--- src/rtl/neural_pio_bank.sv ---
// neural_pio_bank: Avalon-MM GPIO bank with input synchroniser, per-bit
// debounce, sticky edge capture, maskable interrupt and atomic set/clear.
// Ports:
//   clk_clk, reset_reset  : clock, async active-high reset
//   avs_address/read/write/writedata -> avs_readdata : slave bus, read latency 1
//   pio_in_export         : raw board inputs (IN_WIDTH)
//   pio_out_export        : output register (OUT_WIDTH)
//   irq                   : level interrupt, OR of (capture & mask)
module neural_pio_bank #(
    parameter int IN_WIDTH        = 12,
    parameter int OUT_WIDTH       = 8,
    parameter int DEBOUNCE_CYCLES = 50000,
    parameter int EDGE_MODE       = 2
) (
    input  logic                 clk_clk,
    input  logic                 reset_reset,
    input  logic [2:0]           avs_address,
    input  logic                 avs_read,
    input  logic                 avs_write,
    input  logic [31:0]          avs_writedata,
    output logic [31:0]          avs_readdata,
    input  logic [IN_WIDTH-1:0]  pio_in_export,
    output logic [OUT_WIDTH-1:0] pio_out_export,
    output logic                 irq
);
    localparam int CNT_W = $clog2(DEBOUNCE_CYCLES + 1);
    localparam logic [CNT_W-1:0] CNT_LAST = CNT_W'(DEBOUNCE_CYCLES - 1);
    localparam logic [CNT_W-1:0] CNT_ONE  = CNT_W'(1);

    localparam logic [2:0] A_DIN  = 3'd0;
    localparam logic [2:0] A_MASK = 3'd1;
    localparam logic [2:0] A_CAP  = 3'd2;
    localparam logic [2:0] A_OUT  = 3'd3;
    localparam logic [2:0] A_SET  = 3'd4;
    localparam logic [2:0] A_CLR  = 3'd5;
    localparam logic [2:0] A_INFO = 3'd6;

    localparam logic [31:0] INFO = {8'h00, 8'(EDGE_MODE), 8'(IN_WIDTH), 8'(OUT_WIDTH)};

    logic [IN_WIDTH-1:0]  sync1;
    logic [IN_WIDTH-1:0]  sync2;
    logic [IN_WIDTH-1:0]  stable;
    logic [IN_WIDTH-1:0]  stable_d;
    logic [CNT_W-1:0]     cnt [IN_WIDTH];
    logic [IN_WIDTH-1:0]  mask;
    logic [IN_WIDTH-1:0]  cap;
    logic [IN_WIDTH-1:0]  rise;
    logic [IN_WIDTH-1:0]  fall;
    logic [IN_WIDTH-1:0]  edge_hit;
    logic [IN_WIDTH-1:0]  w1c;
    logic [OUT_WIDTH-1:0] dout;
    logic [31:0]          rd_data;
    logic                 wr_mask;
    logic                 wr_cap;
    logic                 wr_out;
    logic                 wr_set;
    logic                 wr_clr;
    logic                 wdata_unused;

    // Upper write-data bits beyond the register widths are don't-care.
    assign wdata_unused = ^avs_writedata;

    assign wr_mask = avs_write && (avs_address == A_MASK);
    assign wr_cap  = avs_write && (avs_address == A_CAP);
    assign wr_out  = avs_write && (avs_address == A_OUT);
    assign wr_set  = avs_write && (avs_address == A_SET);
    assign wr_clr  = avs_write && (avs_address == A_CLR);

    assign w1c = wr_cap ? avs_writedata[IN_WIDTH-1:0] : '0;

    // stable_d lags stable by one cycle, so an edge is seen the cycle after
    // the debounced value moves and lands in cap on the following edge.
    assign rise = stable & ~stable_d;
    assign fall = ~stable & stable_d;

    always_comb begin
        edge_hit = rise | fall;
        if (EDGE_MODE == 0) begin
            edge_hit = rise;
        end else if (EDGE_MODE == 1) begin
            edge_hit = fall;
        end
    end

    always_ff @(posedge clk_clk or posedge reset_reset) begin
        if (reset_reset) begin
            sync1 <= '0;
            sync2 <= '0;
        end else begin
            sync1 <= pio_in_export;
            sync2 <= sync1;
        end
    end

    // The counter only runs while the synced bit disagrees with the stable
    // bit; any agreement restarts it, which rejects short glitches.
    always_ff @(posedge clk_clk or posedge reset_reset) begin
        if (reset_reset) begin
            stable <= '0;
            for (int i = 0; i < IN_WIDTH; i++) begin
                cnt[i] <= '0;
            end
        end else begin
            for (int i = 0; i < IN_WIDTH; i++) begin
                if (sync2[i] != stable[i]) begin
                    if (cnt[i] == CNT_LAST) begin
                        stable[i] <= sync2[i];
                        cnt[i]    <= '0;
                    end else begin
                        cnt[i] <= cnt[i] + CNT_ONE;
                    end
                end else begin
                    cnt[i] <= '0;
                end
            end
        end
    end

    always_ff @(posedge clk_clk or posedge reset_reset) begin
        if (reset_reset) begin
            stable_d <= '0;
            mask     <= '0;
            cap      <= '0;
            irq      <= 1'b0;
            dout     <= '0;
        end else begin
            stable_d <= stable;
            if (wr_mask) begin
                mask <= avs_writedata[IN_WIDTH-1:0];
            end
            // New edges are OR-ed after the clear so set wins a collision.
            cap <= (cap & ~w1c) | edge_hit;
            irq <= |(cap & mask);
            if (wr_out) begin
                dout <= avs_writedata[OUT_WIDTH-1:0];
            end else if (wr_set) begin
                dout <= dout | avs_writedata[OUT_WIDTH-1:0];
            end else if (wr_clr) begin
                dout <= dout & ~avs_writedata[OUT_WIDTH-1:0];
            end
        end
    end

    always_comb begin
        rd_data = '0;
        case (avs_address)
            A_DIN:   rd_data = 32'(stable);
            A_MASK:  rd_data = 32'(mask);
            A_CAP:   rd_data = 32'(cap);
            A_OUT:   rd_data = 32'(dout);
            A_INFO:  rd_data = INFO;
            default: rd_data = '0;
        endcase
    end

    // Read data comes from pre-edge state, so a same-cycle write is not
    // visible to the read that accompanies it.
    always_ff @(posedge clk_clk or posedge reset_reset) begin
        if (reset_reset) begin
            avs_readdata <= '0;
        end else if (avs_read) begin
            avs_readdata <= rd_data;
        end
    end

    assign pio_out_export = dout;

endmodule

--- config.mk ---
export PLATFORM = sky130hd
export DESIGN_NAME = neural_pio_bank
export DESIGN_NICKNAME = d
export VERILOG_FILES = /design/src/rtl/neural_pio_bank.sv
export SDC_FILE = /design/constraint.sdc
export NUM_CORES = 1
export LEC_CHECK = 0
export ABC_AREA = 1
export BUFFER_PORTS_ARGS = -buffer_cell sky130_fd_sc_hd__buf_2
export CORE_MARGIN = 4
export CORE_UTILIZATION = 65
export DETAILED_ROUTE_END_ITERATION = 7
export PLACE_DENSITY = 0.89
export SYNTH_ARGS = -nofsm -noshare
export SYNTH_HDL_FRONTEND = slang
export SYNTH_SLANG_ARGS = --single-unit
--- constraint.sdc ---
create_clock -name clk_clk -period 16.85 [get_ports clk_clk]
set_clock_uncertainty 0.2 [all_clocks]
set_input_delay 2.5275 -clock clk_clk [delete_from_list [all_inputs] [get_ports clk_clk]]
set_output_delay 2.5275 -clock clk_clk [all_outputs]
set_load 0.01 [all_outputs]
==> results of run 1 <==
==> logic make-up after synthesis <==
kind of cell / Yosys count / share of synthesized area
adders and majority gates: 12 / 0.0104
buffers and inverters: 245 / 0.0705
other: 1 / 0.000261
and+or+nand+nor: 1129 / 0.338
DFF: 286 / 0.497
xor gates and xnor gates: 73 / 0.0460
AOI/OAI and AO/OA: 102 / 0.0375
==> layout make-up <==
class / count / share of cell area
Sequential cell: 286 / 0.449
Multi-Input combinational cell: 1335 / 0.395
Inverter: 219 / 0.0520
Clock buffer: 40 / 0.0513
Tap cell: 280 / 0.0220
Timing Repair Buffer: 53 / 0.0176
Clock inverter: 14 / 0.0134
==> routing by layer <==
metal  track usage  vias to the layer above  part of all wire
met2         0.451                      467              0.48
li1              -                     5985                 -
met1         0.354                     5877              0.41
met3        0.0429                       95             0.068
met4         0.101                        2             0.038
met5             0                        -           0.00041
==> worst reg2reg max path, stage by stage, from the launching register on <==
cell and delay [ps]:
dfrtp_1 390, ha_1 210, nand2_2 100, inv_1 90, nand2_1 70, nor2_1 180, nand2_1 170, nand2_2 190
nor3_1 60
==> worst paths after layout <==
check,startpoint,endpoint,slack (ps),cells after the start
hold reg to reg,sync1[4]$_DFF_PP0_,sync2[4]$_DFF_PP0_,140,0
setup / recovery,avs_address[1],cap[0]$_DFF_PP0_,12580,6
max in group asynchronous,reset_reset,cnt[72]$_DFF_PP0_,13180,3
setup reg to reg,cnt[176]$_DFF_PP0_,cnt[184]$_DFF_PP0_,15070,8
hold / removal,sync1[4]$_DFF_PP0_,sync2[4]$_DFF_PP0_,140,0
min in group asynchronous,reset_reset,sync2[5]$_DFF_PP0_,1980,2
==> synth_stat cells, types with 2 or more instances <==
cell      count
nand2_1     422
nor2_1      381
dfrtp_1     286
inv_1       210
nand3_1     139
nor3_1       86
nand4_1      49
a21oi_1      45
xor2_1       44
o21ai_0      26
xnor2_1      26
buf_4        21
o21ai_1      20
nand2_2      17
ha_1         12
nor2_2       11
nor2_4        9
inv_2         8
nor3b_1       8
o211ai_1      8
nand3_2       4
xor2_2        3
buf_6         2
nand2_4       2
==> per-stage QoR <==
step	setup slack (ps)	utilization	power (mW)	hold WS, ps
6_report	12580	0.730	1.52	142
3_3_place_gp	12230	0.683	0.838	134
3_5_place_dp	12120	0.683	0.844	137
2_1_floorplan	6230	-	0.808	131
5_1_grt	12490	0.730	1.58	160
4_1_cts	12630	0.730	1.53	149
==> state kept, by name, summed over array words and instances, names as in the netlist, named ones only <==
signal	cells
sync1	12
avs_readdata	13
cap	12
stable	12
sync2	12
stable_d	12
mask	12
irq	1
cnt	192
==> power by group through the flow <==
stage / Clock, mW / Sequential (mW) / Combinational, mW
final: 0.690 / 0.741 / 0.0923
after CTS: 0.699 / 0.740 / 0.0933
after detailed placement: 0 / 0.752 / 0.0919
after global routing: 0.730 / 0.744 / 0.105
after global placement: 0 / 0.750 / 0.0880
after floorplan: 0 / 0.749 / 0.0590
==> results by group, run 1 <==
Run status
  • Status: finished clean

Cells and area
  • Final instance area: 15900 µm²
  • Area grow syn2layout: 10.7%
  • Fraction of layout cells with a size suffix above 1: 0.0801
  • Ant diodes: 0
  • Layout Nets: 1988
  • Commonest non-fill, non-tap cells in the layout: nand2_1, nor2_1, dfrtp_1
  • FILL cells: 1559
  • Post-Layout Cell Count: 2227
  • Multi-input logic area: 6290 µm²
  • FF/Latch Area: 7160 µm²
  • Commonest non-fill, non-tap cell in the layout: nand2_1

Clocking
  • Worst-skew pair later-pin latency: 560 ps
  • TritonCTS Buffers: 30
  • TritonCTS clock tree: done
  • Post-CTS sizing: 0
  • Htree depth: 1
  • # clock sinks: 286
  • Reg clk slew, reported paths: 60 ps
  • Hold-fix buffers, CTS: 0
  • Post-CTS Setup Inserts: 0
  • CTS root buf: clkbuf_16
  • Clk buf depth: 3

Power and ir drop
  • Seq pwr share: 0.486
  • Clock power share: 0.453
  • Internal power: 1.16 mW
  • Switching Power: 0.362 mW
  • Comb pwr share: 0.061
  • Sw Ratio: 0.237
  • Pwr dens: 95.6 nW/µm²
  • Leakage: 7.36 nW
  • Peak supply drop: 0.0824 mV

Place
  • Port Buf Inserts: 52
  • DP Area: 14900 µm²
  • Dpl cells: 2173
  • HPWL after DPL: 22000 µm
  • Final Wtd Congestion: 0.893

Synth
  • Top cells by area, synth: dfrtp_1, nand2_1, nor2_1, inv_1, nand3_1
  • Synth area leader: dfrtp_1
  • Post-Synthesis Cells: 1848
  • Async SR Flop Fraction: 1.00
  • Post-synthesis cell area: 14400 µm²
  • Number of synthesized flops with an enable pin: 0
  • Register area share after synthesis: 0.497
  • Commonest register cell after synthesis: dfrtp_1
  • Synth Register Bits: 286
  • Yosys cell types: 33
  • Syn avg cell area: 7.79 µm²
  • Yosys Warn Count: 0
  • Share of the synthesized area in the top cell type: 0.497

STA
  • Fin crit share: 0.253
  • Worst slew pin tran: 915 ps
  • Rel. slew slack: 0.390
  • Final Hold Viols: 0
  • Count of final setup violators: 0
  • Minimum clock period after layout: 4270 ps
  • Unrepaired setup endpoints after global routing: false
  • Setup_tns: 0 ps
  • Pins over their slew limit: 0
  • FMAX: 234 MHz

Detailed routing
  • Detail-routed via count per cell: 5.58
  • DRC viols: 0
  • Initial DRC count: 1188
  • Routed vias: 12400
  • Routed Antenna Nets: 0
  • DR pass1 iterations: 8
  • Total Wirelength: 31900 µm
  • Drt wl/cell: 14.3 µm

Setup path
  • Arr. time, crit path: 4490 ps
  • Worst path slowest cell: nor2_1
  • Critical Path Start Type: input pin
  • Crit path kind: in -> reg
  • Most used cell, CP: nand2_1
  • Top delay family on crit path: simple AND/OR/NAND/NOR gates
  • Worst setup EP type: flop
  • Worst Path Required: 17080 ps
  • Worst path bufs/invs: 1
  • Critical Path Max Stage Delay: 650 ps
  • CP max FO: 12
  • Critical Path, Cell by Cell: buf_2 > nand2_1 > nor2_1 > nand2_1 > o21ai_0 > nand2_1

Run
  • Max-Cap Viols: 0

Global routing
  • Initial antenna violation count: 1
  • Vias in the first global route: 12200
  • Overall Global Routing Usage: 0.268
  • Gr ovfl total: 0
  • First-pass GRT wire length: 55300 µm
  • Largest net degree at the start of global routing: 148

Die
  • Row count: 54
  • Die W: 157 µm
  • Chip Height: 157 µm
  • Die Area: 24600 µm²
  • Initial core utilization: 0.660
  • Core ar.: 21800 µm²
  • Io pins: 92

Min path
  • Hold Crit Class: reg -> reg
(Power assumes the default switching activity.)
==> run 2: changes to the inputs <==
ABC_AREA = 0   (was 1)
CORE_UTILIZATION = 55   (was 65)
PLACE_DENSITY = 0.8   (was 0.89)
clock period = 3.4 ns   (was 16.85 ns; I/O delays follow)
==> run 2 against run 1 <==
Net effect:
- worst hold slack worse by 120 ps
- worst setup slack worse by 12000 ps
- flip-flop and latch count is the same
- synthesized cell count is 31% lower
- sequential power increased to 5.0 times the previous value
- cell count is 23% lower
- clock-buffer cell count up 2
- utilization down 8.9 points
- largest cell class unchanged
==> results by group, run 2 <==
Run status
  • Status: finished clean (unchanged)

Clocking
  • Post-CTS Setup Inserts: 0 (unchanged)
  • TritonCTS Buffers: 30 (unchanged)
  • Hold-fix buffers, CTS: 20 (was 0)
  • # clock sinks: 286 (unchanged)
  • Htree depth: 1 (unchanged)
  • Reg clk slew, reported paths: 60 ps (about the same)
  • Post-CTS sizing: 0 (unchanged)
  • Worst-skew pair later-pin latency: 550 ps (was 560 ps)
  • TritonCTS clock tree: done (unchanged)
  • Clk buf depth: 3 (unchanged)
  • CTS root buf: clkbuf_16 (unchanged)

Synth
  • Yosys cell types: 44 (was 33)
  • Synth Register Bits: 286 (unchanged)
  • Number of synthesized flops with an enable pin: 0 (unchanged)
  • Async SR Flop Fraction: 1.00 (unchanged)
  • Post-Synthesis Cells: 1266 (was 1848)
  • Most common library cells after synthesis: dfrtp_1, nor2_1, xnor2_1, nand2_1, nand3_1 (was nand2_1, nor2_1, dfrtp_1, inv_1, nand3_1)
  • Top cells by area, synth: dfrtp_1, xnor2_1, nor2_1, nor4_1, nand3_1 (was dfrtp_1, nand2_1, nor2_1, inv_1, nand3_1)
  • Most frequent cell after synthesis: dfrtp_1 (was nand2_1)
  • Commonest register cell after synthesis: dfrtp_1 (unchanged)
  • Share of the synthesized area in the top cell type: 0.535 (was 0.497)
  • Post-synthesis cell area: 13400 µm² (was 14400 µm²)
  • Synth area leader: dfrtp_1 (unchanged)
  • Yosys Warn Count: 0 (unchanged)
  • Register area share after synthesis: 0.535 (was 0.497)
  • Syn avg cell area: 10.6 µm² (was 7.79 µm²)

Setup path
  • Arr. time, crit path: 2520 ps (was 4490 ps)
  • Critical Path Start Type: flop (was input pin)
  • CP max FO: 16 (was 12)
  • Critical Path Max Stage Delay: 880 ps (was 650 ps)
  • Crit path kind: reg -> reg (was in -> reg)
  • Worst path bufs/invs: 0 (was 1)
  • Worst setup EP type: flop (unchanged)
  • Worst Path Required: 3590 ps (was 17080 ps)
  • Critical Path, Cell by Cell: ha_1 > nand3_1 > o41ai_4 > nor2_1 (was buf_2 > nand2_1 > nor2_1 > nand2_1 > o21ai_0 > nand2_1)
  • Top delay family on crit path: compound AO/OA/AOI/OAI gates (was simple AND/OR/NAND/NOR gates)
  • Worst path slowest cell: o41ai_4 (was nor2_1)

Cells and area
  • End-of-flow core utilization: 0.641 (was 0.730)
  • Layout Nets: 1423 (was 1988)
  • Biggest register: cnt (unchanged)
  • Area grow syn2layout: 13.6% (was 10.7%)
  • Post-Layout Cell Count: 1705 (was 2227)
  • Number of flip-flops in the largest register: 192 (unchanged)
  • Final instance area: 15200 µm² (was 15900 µm²)
  • FILL cells: 1856 (was 1559)
  • Largest regs: cnt x192, avs_readdata x13 (unchanged)
  • Commonest non-fill, non-tap cell in the layout: dfrtp_1 (was nand2_1)
  • Commonest non-fill, non-tap cells in the layout: dfrtp_1, nor2_1, xnor2_1 (was nand2_1, nor2_1, dfrtp_1)
  • Fraction of layout cells with a size suffix above 1: 0.125 (was 0.0801)

STA
  • Minimum clock period after layout: 2330 ps
  • Pins over their slew limit: 0 (unchanged)
  • Count of final setup violators: 0 (unchanged)
  • Setup_tns: 0 ps (unchanged)
  • Fin crit share: 0.686
  • FMAX: 429 MHz
  • Final Hold Viols: 0 (unchanged)
  • Worst slew pin tran: 928 ps (was 915 ps)
  • Worst hold slack: 27.2 ps (was 142 ps)
  • Final WS setup: 1070 ps (was 12580 ps)
  • Rel. slew slack: 0.379 (was 0.390)
  • Unrepaired setup endpoints after global routing: false (unchanged)

Global routing
  • Vias in the first global route: 9380 (was 12200)
  • Initial antenna violation count: 4 (was 1)
  • Largest net degree at the start of global routing: 55 (was 148)
  • Gr ovfl total: 0 (unchanged)
  • First-pass GRT wire length: 45200 µm (was 55300 µm)
  • Overall Global Routing Usage: 0.203 (was 0.268)

Power and ir drop
  • Switching Power: 1.74 mW (was 0.362 mW)
  • Leakage: 6.41 nW (was 7.36 nW)
  • Peak supply drop: 0.373 mV (was 0.0824 mV)
  • Sw Ratio: 0.232 (was 0.237)
  • Design Power: 7.52 mW (was 1.52 mW)
  • Pwr dens: 496 nW/µm² (was 95.6 nW/µm²)
  • Seq pwr share: 0.488 (was 0.486)
  • Internal power: 5.78 mW (was 1.16 mW)
  • Clock power share: 0.444 (was 0.453)
  • Comb pwr share: 0.068 (was 0.061)

Min path
  • Hold Crit Class: in -> reg (was reg -> reg)

Place
  • DP Area: 13900 µm² (was 14900 µm²)
  • Final Wtd Congestion: 0.805 (was 0.893)
  • Port Buf Inserts: 52 (unchanged)
  • Pre-CTS setup slack: 1020 ps (was 12120 ps)
  • Dpl cells: 1627 (was 2173)
  • HPWL after DPL: 17800 µm (was 22000 µm)

Die
  • Chip Height: 164 µm (was 157 µm)
  • Core ar.: 23700 µm² (was 21800 µm²)
  • Io pins: 92 (unchanged)
  • Die W: 164 µm (was 157 µm)
  • Die Area: 26900 µm² (was 24600 µm²)
  • Initial core utilization: 0.564 (was 0.660)
  • Row count: 56 (was 54)

Detailed routing
  • Routed Antenna Nets: 0 (unchanged)
  • Detail-routed via count per cell: 5.49 (was 5.58)
  • Routed vias: 9367 (was 12400)
  • Initial DRC count: 684 (was 1188)
  • Drt wl/cell: 15.7 µm (was 14.3 µm)
  • Total Wirelength: 26800 µm (was 31900 µm)
  • DR pass1 iterations: 5 (was 8)
  • DRC viols: 0 (unchanged)

Run
  • Max-Cap Viols: 0 (unchanged)
run 2: power by group through the flow:
stage	registers [mW]	logic [mW]	clock network (mW)
2_1_floorplan	3.71	0.345	0
3_3_place_gp	3.72	0.478	0
3_5_place_dp	3.72	0.494	0
4_1_cts	3.67	0.521	3.40
5_1_grt	3.69	0.581	3.54
6_report	3.67	0.514	3.34
run 2: worst paths after layout:
kind / slack [ps] / to / cells past startpoint / from
max: 1070 / cnt[121]$_DFF_PP0_ / 4 / cnt[112]$_DFF_PP0_
min: 30 / flop / 2 / avs_writedata[5]
max reg2reg: 1070 / cnt[121]$_DFF_PP0_ / 4 / cnt[112]$_DFF_PP0_
min reg2reg: 150 / sync2[8]$_DFF_PP0_ / 0 / sync1[8]$_DFF_PP0_
max in group asynchronous: 1750 / cnt[144]$_DFF_PP0_ / 4 / reset_reset
min in group asynchronous: 510 / sync1[10]$_DFF_PP0_ / 3 / reset_reset
run 2: area by class of cell:
class                      count  area [µm²]  share of cell area
multi-input combinational    892        5720               0.377
tap                          319         399              0.0263
inverter                      65         248              0.0163
timing repair buffer          85         621              0.0409
clock inverter                13         148             0.00973
sequential                   286        7160               0.471
clock buffer                  42         877              0.0578
antenna                        3        7.51            0.000495
run 2: cells by family (layout without fill, tap and decap cells):
group                    count (synthesis)  count (layout)  synth area share
AND/OR/NAND/NOR                        576             576             0.206
XOR/XNOR                               192             192             0.126
buffers and inverters                  106             205            0.0420
flip-flops                             286             286             0.535
other                                    1              22          0.000281
multiplexers                            34              34            0.0343
adder cells (fa/ha/maj)                 12              12            0.0112
AO/OA/AOI/OAI                           59              59            0.0455
run 2: worst reg2reg max path, stage by stage (launching register included):
cell and delay [ps]:
dfrtp_1 410, ha_1 220, nand3_1 330, o41ai_4 890, nor2_1 140
run 2: per-layer routing:
metal	up-vias	global-route usage	wire length [µm]
met1	4658	0.271	11400
met4	2	0.0538	646
li1	4459	-	-
met2	202	0.348	13500
met3	46	0.0304	1210
met5	-	0	20
